### config.mk
export PLATFORM = sky130hd
export DESIGN_NAME = hex_display_stream_decoder
export DESIGN_NICKNAME = d
export VERILOG_FILES = /design/src/rtl/hex_display_stream_decoder.sv
export SDC_FILE = /design/constraint.sdc
export NUM_CORES = 1
export LEC_CHECK = 0
export CAP_MARGIN = 10
export CELL_PAD_IN_SITES_DETAIL_PLACEMENT = 1
export CELL_PAD_IN_SITES_GLOBAL_PLACEMENT = 1
export CORE_ASPECT_RATIO = 0.5
export CORE_MARGIN = 1
export CORE_UTILIZATION = 44
export CTS_CLUSTER_DIAMETER = 50
export DETAILED_ROUTE_END_ITERATION = 16
export PLACE_DENSITY = 0.82
export SYNTH_ARGS = -nofsm -noshare
export SYNTH_HDL_FRONTEND = slang
export SYNTH_SLANG_ARGS = --single-unit
### constraint.sdc
create_clock -name clock_27mhz -period 4.5 [get_ports clock_27mhz]
set_clock_uncertainty 0.15 [all_clocks]
set_input_delay 0.45 -clock clock_27mhz [delete_from_list [all_inputs] [get_ports clock_27mhz]]
set_output_delay 0.45 -clock clock_27mhz [all_outputs]
set_load 0.005 [all_outputs]
### src/rtl/hex_display_stream_decoder.sv
// Receive-side decoder for the HCMS hex dot-matrix serial stream.
// Snoops the display pins, rebuilds the control word and the dot frame,
// and maps each 40-dot character back to the hex nibble it shows.
module hex_display_stream_decoder #(
   parameter int SYNC_STAGES = 2,
   parameter int NUM_CHARS   = 16
) (
   input  logic                   clock_27mhz,
   input  logic                   reset,
   input  logic                   disp_clock,
   input  logic                   disp_data_out,
   input  logic                   disp_rs,
   input  logic                   disp_ce_b,
   input  logic                   disp_reset_b,
   output logic [4*NUM_CHARS-1:0] data,
   output logic [31:0]            control,
   output logic                   frame_valid,
   output logic                   frame_err,
   output logic                   blank_seen,
   output logic                   ctrl_valid,
   output logic                   ctrl_err
);

   localparam int              DW         = 4 * NUM_CHARS;
   localparam int              CW         = $clog2(NUM_CHARS + 1);
   localparam logic [CW-1:0]   CHARS_FULL = CW'(NUM_CHARS);

   typedef enum logic [1:0] {S_IDLE, S_DOT, S_CTRL} state_t;

   // Column-major 5x8 glyphs as emitted by the labkit hex driver, dot 39 first.
   function automatic logic [39:0] glyph(input logic [3:0] nib);
      case (nib)
         4'h0: glyph = 40'b00111110_01010001_01001001_01000101_00111110;
         4'h1: glyph = 40'b00000000_01000010_01111111_01000000_00000000;
         4'h2: glyph = 40'b01100010_01010001_01001001_01001001_01000110;
         4'h3: glyph = 40'b00100010_01000001_01001001_01001001_00110110;
         4'h4: glyph = 40'b00011000_00010100_00010010_01111111_00010000;
         4'h5: glyph = 40'b00100111_01000101_01000101_01000101_00111001;
         4'h6: glyph = 40'b00111100_01001010_01001001_01001001_00110000;
         4'h7: glyph = 40'b00000001_01110001_00001001_00000101_00000011;
         4'h8: glyph = 40'b00110110_01001001_01001001_01001001_00110110;
         4'h9: glyph = 40'b00000110_01001001_01001001_00101001_00011110;
         4'hA: glyph = 40'b01111110_00001001_00001001_00001001_01111110;
         4'hB: glyph = 40'b01111111_01001001_01001001_01001001_00110110;
         4'hC: glyph = 40'b00111110_01000001_01000001_01000001_00100010;
         4'hD: glyph = 40'b01111111_01000001_01000001_01000001_00111110;
         4'hE: glyph = 40'b01111111_01001001_01001001_01001001_01000001;
         4'hF: glyph = 40'b01111111_00001001_00001001_00001001_00000001;
      endcase
   endfunction

   // Pin order inside the synchronizer vector: {reset_b, ce_b, rs, data, clock}.
   logic [4:0] pins;
   logic [4:0] sync_q [SYNC_STAGES+1];
   logic [4:0] cur, dly;
   logic       clk_rise, ce_rise, shift_en, bit_s, rs_s, rst_b_s;

   assign pins = {disp_reset_b, disp_ce_b, disp_rs, disp_data_out, disp_clock};

   // Synchronizer chain; the last element is the edge-detect register.
   always_ff @(posedge clock_27mhz) begin
      // NOTE: non-blocking assignments keep every stage sampling its neighbour's old value.
      if (reset) begin
         for (int i = 0; i <= SYNC_STAGES; i++) sync_q[i] <= '0;
      end else begin
         sync_q[0] <= pins;
         for (int i = 1; i <= SYNC_STAGES; i++) sync_q[i] <= sync_q[i-1];
      end
   end

   assign cur      = sync_q[SYNC_STAGES-1];
   assign dly      = sync_q[SYNC_STAGES];
   assign clk_rise = cur[0] & ~dly[0];
   assign ce_rise  = cur[3] & ~dly[3];
   // A shift is accepted while chip enable was low, even if it rises this very cycle.
   assign shift_en = clk_rise & ~dly[3];
   assign bit_s    = dly[1];
   assign rs_s     = dly[2];
   assign rst_b_s  = dly[4];

   state_t          state_q;
   logic [5:0]      bit_cnt_q, bit_cnt_d, bit_cnt_eff;
   logic [5:0]      ctrl_cnt_q, ctrl_cnt_d, ctrl_cnt_eff;
   logic [CW-1:0]   char_cnt_q, char_cnt_d;
   logic [39:0]     char_sr_q, char_sr_d;
   logic [31:0]     ctrl_sr_q, ctrl_sr_d, ctrl_sr_eff;
   logic [DW-1:0]   stage_q, stage_d, data_q;
   logic [31:0]     control_q;
   logic            dec_pend_q, bad_q, bad_d, blank_q, blank_d, glyph_q, glyph_d;
   logic            dec_hit, last_bit, commit_ok;
   logic [3:0]      dec_nib;
   int              slot;
   logic            frame_valid_q, frame_err_q, blank_seen_q, ctrl_valid_q, ctrl_err_q;

   // Character decode (folded in the cycle after dot 0) and shift/counter next values.
   always_comb begin
      // NOTE: every comb output gets a default first so no path can infer a latch.
      dec_hit    = 1'b0;
      dec_nib    = '0;
      for (int g = 0; g < 16; g++) begin
         if (char_sr_q == glyph(4'(g))) begin
            dec_hit = 1'b1;
            dec_nib = 4'(g);
         end
      end
      slot       = NUM_CHARS - 1 - int'(char_cnt_q);
      char_cnt_d = char_cnt_q;
      bad_d      = bad_q;
      blank_d    = blank_q;
      glyph_d    = glyph_q;
      stage_d    = stage_q;
      if (dec_pend_q) begin
         if (char_cnt_q == CHARS_FULL) begin
            bad_d = 1'b1;
         end else begin
            if (dec_hit) begin
               stage_d[4*slot +: 4] = dec_nib;
               glyph_d              = 1'b1;
            end else if (char_sr_q == '0) begin
               blank_d = 1'b1;
            end else begin
               bad_d = 1'b1;
            end
            char_cnt_d = char_cnt_q + 1'b1;
         end
      end
      char_sr_d    = {char_sr_q[38:0], bit_s};
      last_bit     = (bit_cnt_q == 6'd39);
      bit_cnt_d    = last_bit ? 6'd0 : bit_cnt_q + 1'b1;
      ctrl_sr_d    = {ctrl_sr_q[30:0], bit_s};
      ctrl_cnt_d   = (ctrl_cnt_q == 6'd33) ? ctrl_cnt_q : ctrl_cnt_q + 1'b1;
      bit_cnt_eff  = shift_en ? bit_cnt_d  : bit_cnt_q;
      ctrl_cnt_eff = shift_en ? ctrl_cnt_d : ctrl_cnt_q;
      ctrl_sr_eff  = shift_en ? ctrl_sr_d  : ctrl_sr_q;
      commit_ok    = (char_cnt_d == CHARS_FULL) && (bit_cnt_eff == 6'd0) && !bad_d;
   end

   // Transfer FSM: shifts, commit checks and registered result pulses.
   always_ff @(posedge clock_27mhz) begin
      if (reset) begin
         state_q       <= S_IDLE;
         bit_cnt_q     <= '0;
         ctrl_cnt_q    <= '0;
         char_cnt_q    <= '0;
         char_sr_q     <= '0;
         ctrl_sr_q     <= '0;
         stage_q       <= '0;
         dec_pend_q    <= 1'b0;
         bad_q         <= 1'b0;
         blank_q       <= 1'b0;
         glyph_q       <= 1'b0;
         data_q        <= '0;
         control_q     <= '0;
         frame_valid_q <= 1'b0;
         frame_err_q   <= 1'b0;
         blank_seen_q  <= 1'b0;
         ctrl_valid_q  <= 1'b0;
         ctrl_err_q    <= 1'b0;
      end else begin
         frame_valid_q <= 1'b0;
         frame_err_q   <= 1'b0;
         blank_seen_q  <= 1'b0;
         ctrl_valid_q  <= 1'b0;
         ctrl_err_q    <= 1'b0;
         if (!rst_b_s) begin
            // Display reset drops any partial transfer; committed data/control are kept.
            state_q    <= S_IDLE;
            bit_cnt_q  <= '0;
            ctrl_cnt_q <= '0;
            char_cnt_q <= '0;
            char_sr_q  <= '0;
            ctrl_sr_q  <= '0;
            stage_q    <= '0;
            dec_pend_q <= 1'b0;
            bad_q      <= 1'b0;
            blank_q    <= 1'b0;
            glyph_q    <= 1'b0;
         end else begin
            char_cnt_q <= char_cnt_d;
            bad_q      <= bad_d;
            blank_q    <= blank_d;
            glyph_q    <= glyph_d;
            stage_q    <= stage_d;
            dec_pend_q <= 1'b0;
            case (state_q)
               S_IDLE: begin
                  if (shift_en) begin
                     if (rs_s) begin
                        state_q    <= S_CTRL;
                        ctrl_sr_q  <= ctrl_sr_d;
                        ctrl_cnt_q <= ctrl_cnt_d;
                     end else begin
                        state_q    <= S_DOT;
                        char_sr_q  <= char_sr_d;
                        bit_cnt_q  <= bit_cnt_d;
                     end
                  end
               end
               S_DOT: begin
                  if (shift_en) begin
                     char_sr_q  <= char_sr_d;
                     bit_cnt_q  <= bit_cnt_d;
                     dec_pend_q <= last_bit;
                  end
                  if (ce_rise) begin
                     if (commit_ok && !glyph_d) begin
                        blank_seen_q <= 1'b1;
                     end else if (commit_ok && !blank_d) begin
                        data_q        <= stage_d;
                        frame_valid_q <= 1'b1;
                     end else begin
                        frame_err_q <= 1'b1;
                     end
                     state_q    <= S_IDLE;
                     bit_cnt_q  <= '0;
                     char_cnt_q <= '0;
                     char_sr_q  <= '0;
                     stage_q    <= '0;
                     dec_pend_q <= 1'b0;
                     bad_q      <= 1'b0;
                     blank_q    <= 1'b0;
                     glyph_q    <= 1'b0;
                  end
               end
               S_CTRL: begin
                  if (shift_en) begin
                     ctrl_sr_q  <= ctrl_sr_d;
                     ctrl_cnt_q <= ctrl_cnt_d;
                  end
                  if (ce_rise) begin
                     if (ctrl_cnt_eff == 6'd32) begin
                        control_q    <= ctrl_sr_eff;
                        ctrl_valid_q <= 1'b1;
                     end else begin
                        ctrl_err_q <= 1'b1;
                     end
                     state_q    <= S_IDLE;
                     ctrl_cnt_q <= '0;
                     ctrl_sr_q  <= '0;
                  end
               end
               default: state_q <= S_IDLE;
            endcase
         end
      end
   end

   assign data        = data_q;
   assign control     = control_q;
   assign frame_valid = frame_valid_q;
   assign frame_err   = frame_err_q;
   assign blank_seen  = blank_seen_q;
   assign ctrl_valid  = ctrl_valid_q;
   assign ctrl_err    = ctrl_err_q;

endmodule

## Word level (Yosys, flattened, before mapping)

Memory sizes are Yosys's and may differ from the RTL's.
Cells that the tools add are included.

| operators by class | value |
|---|---|
| shift operators | 2 |
| $add $sub $neg | 5 |
| bitwise logic cells | 14 |
| equal/unequal tests | 28 |
| multiplexer cells | 95 |
| reduce and logical (&&, ||, !) cells | 24 |

Operator list:

| operator | number |
|---|---|
| 2-to-1 mux 64 bit | 5 |
| == test 40 x 38 -> 1 bit (second input constant) | 6 |
| == test 40 x 39 -> 1 bit (second input constant) | 6 |
| 2-to-1 mux 40 bit | 4 |
| 2-to-1 mux 32 bit | 4 |
| one-hot mux 40 bit (2 select lines) | 1 |
| bitwise mux 64 bit | 1 |
| one-hot mux 32 bit (2 select lines) | 1 |
| variable shift 4 x 33 -> 64 bit (first input constant) | 1 |
| variable part select 4 x 33 -> 64 bit | 1 |
| 2-to-1 mux 6 bit | 10 |
| 2-to-1 mux 4 bit | 14 |
| 2-to-1 mux 1 bit | 42 |
| == test 40 x 31 -> 1 bit (second input constant) | 1 |
| == test 40 x 33 -> 1 bit (second input constant) | 1 |
| == test 40 x 35 -> 1 bit (second input constant) | 1 |
| == test 40 x 37 -> 1 bit (second input constant) | 1 |
| zero test 40 bit | 1 |
| 2-to-1 mux 5 bit | 7 |
| negator 8 -> 33 bit | 1 |
| one-hot mux 6 bit (2 select lines) | 2 |
| == test 6 bit (second input constant) | 3 |
| adder 6 x 1 -> 6 bit (second input constant) | 2 |
| == test 5 bit (second input constant) | 2 |
| 24 further kinds | 50 |

| storage, ports and cells | value |
|---|---|
| memories | 1 |
| output and inout bits | 101 |
| flip-flop bits (word level) | 260 |
| RAM bits | 15 |

Memory list:

| memory | depth | bits a word | read ports | clocked after Yosys merged registers in | write ports | line | RTL |
|---|---|---|---|---|---|---|---|
| sync_q | 3 | 5 | 3 | 0 | 3 | 54 | `logic [4:0] sync_q [SYNC_STAGES+1];` |

## Depth between registers and ports, before layout

| depth | value |
|---|---|
| word-level depth | 25 |
| gate-level depth with buffers | 14 |
| mapped depth without buffers | 14 |

## Worst setup path after synthesis

OpenSTA, ideal clock, no wires.

| path | value |
|---|---|
| kind | register to register |
| start point | register char_cnt_q[2] |
| end point | register data_q[0] (netlist: data[0]) |
| arrival | 3.226 ns |
| clock period less this slack | 3.504 ns |
| setup slack | 0.996 ns |
| stages on the path, launching flop included | 14 |
| buffers on the path | 1 |
| cells stage by stage | dfxtp_1 -> clkbuf_1 -> and3_1 -> nand3_1 -> ha_1 -> nor4bb_1 -> nand4_1 -> a211o_1 -> nor3_1 -> nor4b_1 -> nand2_1 -> mux2_2 -> mux2i_1 -> nor2_1 |

| on the way | value |
|---|---|
| word-level cells in the longest chain between the ends | 9 |
| elaborated cells between the ends (all ways) | 28 |
| those cells by class | add/sub: 3; eq/ne: 2; shift: 2; mux: 12; bitwise: 1; reduce/logical: 8 |

RTL lines:

| element | line | RTL |
|---|---|---|
| start: declaration | 84 | `logic [CW-1:0] char_cnt_q, char_cnt_d;` |
| start signal: assignment | 179 | `char_cnt_q <= char_cnt_d;` |
| parallel branches: the longest is 9 deep, another holds negator 8 -> 33 bit | - |  |
| end signal: assignment | 209 | `data_q <= stage_d;` |
| end: declaration | 87 | `logic [DW-1:0] stage_q, stage_d, data_q;` |

Parallel ways; which one is timed is not known.
A chain may end at the register's enable or synchronous reset.

## Worst setup path after layout

| path | value |
|---|---|
| start point | register char_cnt_q[0] |
| end point | register data_q[27] (netlist: data[27]) |

Same word-level chain as after synthesis.

==> key figures <==
Run status
  • Outcome: finished, final reports clean

STA
  • Max Slew Vio Count: 0
  • Final setup fails: 0
  • Final period utilization: between 90% and 100%
  • Final setup TNS: 0 ns
  • Max Freq: about 240 MHz
  • Least-Margin Pin Slew: roughly 1 ns
  • Final min period: 4.18 ns
  • RSZ-0062 raised after global routing: false
  • Min Hold Slack: 0.262 ns
  • Rel. slew slack: a little under a third
  • Final hold violation count: 0

Place
  • Inst Count DP: between 1500 and 2000
  • Placed wire-length estimate: between 20000 and 25000 um
  • IO buf count: 107
  • GPL Wtd Cong: between 0.9 and 1

Clocking
  • Buffer levels on the longest clock path: 3
  • CTS resizes: 0
  • CTS buffer count: 26
  • Clock latency at the later pin of the worst-skew pair: 0.54 ns
  • H-tree depth: 1
  • Total clock sinks: 275
  • TritonCTS clock tree: done
  • Number of setup buffers added after CTS: 0
  • Hold-fix buffers at CTS: 0
  • Clock transition at path regs: about 0.070 ns
  • CTS Root Cell: clkbuf_16

Logic synthesis
  • FFs w/ async S/R, synth: 0%
  • EDFF count, synth: 0
  • Most used flip-flop cell after synthesis: dfxtp_1
  • Synth Area per Inst: between 8 and 9 sq um
  • Post-synthesis sequential area ratio: 44.6%
  • Net count after synthesis: 1423
  • Cells after Synth: between 1000 and 1500
  • Synth cell types: 75
  • Post-synth top cells: dfxtp_1 (275), nor2_1 (180), nand2_1 (164)
  • Synthesized area: about 12000 sq um
  • Share of the synthesized area in the top cell type: ~45%
  • Post-synthesis register bit count: roughly 280
  • YS warnings: 0
  • Count leader, synth: dfxtp_1
  • Post-synth top area cell: dfxtp_1
  • Largest cells by area after synthesis: dfxtp_1 (45%), mux2i_1 (8.1%), nor2_1 (5.5%)

GRT
  • First-pass GRT wire length: around 57000 um
  • Initial antenna violation count: 0
  • GRT Overall Usage: around 24%
  • Via count of the first global-routing pass: roughly 11000
  • Largest net degree at the start of global routing: 90
  • Remaining global-route overflow: 0

Worst setup path
  • Startpoint Class: flip-flop
  • Sequence of cells on the critical path: inv_1 > ha_1 > nor4bb_1 > nand2b_1 > mux2_2 > o2111ai_1 > nor4b_1 > o211ai_1 > nor4_4 > buf_12 > buf_12 > mux2i_1 > nor2b_1
  • Critical Path End Type: flip-flop
  • CP dominant cell by count: buf_12
  • Slowest-stage cell, CP: nor4bb_1
  • Critical path class: flip-flop to flip-flop
  • Max stage delay on crit path: 0.73 ns
  • CP arrival: around 4.5 ns
  • Worst-path fanout max: 35
  • Worst EP required: 4.81 ns
  • Path depth of the worst reg2reg path: 13

Routing
  • Post-DRT Antenna Nets: 0
  • Drt pass-1 iters: 4
  • DR WL/cell: about 19 um
  • Vias/cell: ~5.6
  • DRC: 0
  • Post-Route WL: 34900 um
  • Vias: about 10000
  • Detailed Route Iter0 Violations: 384

Cells and area
  • # diodes: 0
  • Non-Filler Instances: 1862
  • Share of layout cells above drive strength 1: 8.27%
  • Post-layout nets: between 1000 and 1500
  • Synth-to-layout area growth: 18.3%
  • Fill count: 3096

Worst hold path
  • Hold Path Depth: 2
  • Hold Crit Class: input port to flip-flop

Die
  • Placeable Area: ~27000 sq um
  • Die W: between 200 and 250 um
  • Die Y: 120 um
  • Initial Utilization: around 46%
  • FP Rows: 42
  • Boundary Pins: 108
  • Die area: roughly 29000 sq um

Power
  • Worst vdd ir: 0.270 mV
  • Lkg Pwr: 4.73 nW
  • PD cells: around 330 nW/um^2

Run
  • Max-Cap Viols: 0
[logic make-up (layout without fill, tap and decap cells)]
family / count (synthesis) / in the layout / synth area share, %
multiplexers: 130 / 130 / 10.9
adder cells (fa/ha/maj): 13 / 13 / 1.32
buffers and inverters: 146 / 231 / 5.03
XOR/XNOR: 7 / 7 / 0.497
flip-flops: 275 / 275 / 44.6
AND/OR/NAND/NOR: 655 / 655 / 27.9
AO/OA/AOI/OAI: 177 / 177 / 9.76
[worst max-delay path: cells and delay by family, from the launching register on]
kind | cells | cell delay (ns)
simple gates | 5 | 1.78
mux | 2 | 0.42
compound gates | 2 | 0.33
flops | 1 | 0.46
fa+ha+maj | 1 | 0.20
buf+inv | 3 | 0.75
[routing by layer]
metal / up-vias / global-route usage (%) / part of all wire, %
met2: 181 / 42.3 / 48
li1: 5029 / - / -
met4: 0 / 6.01 / 1.8
met5: - / 0 / 0
met3: 46 / 4.11 / 3.9
met1: 5211 / 31.8 / 46
[state kept, by name (all words and copies together), names as in the netlist, 2 cells and up]
signal      count
data           64
stage_q        64
char_sr_q      40
control        32
ctrl_sr_q      32
sync_q         15
bit_cnt_q       6
ctrl_cnt_q      6
char_cnt_q      5
state_q         2
[power by group]
| group | internal (mW) | switching [mW] | total (mW) |
|---|---|---|---|
| clock | 1.30 | 0.977 | 2.28 |
| sequential | 2.44 | 0.00268 | 2.44 |
| combinational | 0.0152 | 0.0523 | 0.0675 |
[cell usage in the layout (no fill, tap or decap), drive strengths merged, types with 9 or more instances in the layout]
cell	n
nor4bb	14
nor4b	16
clkbuf	37
o21ai	15
mux2	30
a311oi	32
and2	9
nor2b	85
mux2i	100
nand4	20
a21oi	60
ha	13
buf	25
nor4	24
and3	11
nand3	65
clkdlybuf4s50	106
nor2	181
nand2	164
a22oi	34
dfxtp	275
nor3	16
inv	53
[layout make-up]
| class | count | area [sq um] | area share, % |
|---|---|---|---|
| clock inverters | 10 | 114 | 0.780 |
| repair buffers | 131 | 1290 | 8.82 |
| well taps | 374 | 468 | 3.21 |
| flip-flops and latches | 275 | 5510 | 37.7 |
| multi-input cells | 982 | 6250 | 42.9 |
| inverters | 53 | 199 | 1.36 |
| clock buffers | 37 | 763 | 5.23 |
[through the flow]
stage | util, % | setup slack (ns) | cell area, sq um | total power [mW]
after CTS | 54.1 | 0.334 | 14600 | 4.83
after detailed placement | 50.9 | 0.364 | 13700 | 2.56
after floorplan | - | 0.996 | 12300 | 2.54
after global placement | 50.9 | 0.613 | 13700 | 2.56
final | 54.1 | 0.323 | 14600 | 4.78
after global routing | 54.1 | 0.0916 | 14600 | 4.92
[final timing paths]
| check | startpoint | to | slack [ns] |
|---|---|---|---|
| min reg2reg | sync_q[0][4] | sync_q[0][9] | 0.29 |
| min | reset | data[28] | 0.26 |
| max reg2reg | char_cnt_q[0] | data[27] | 0.32 |
| max | char_cnt_q[0] | data[27] | 0.32 |
(Power assumes the default switching activity.)
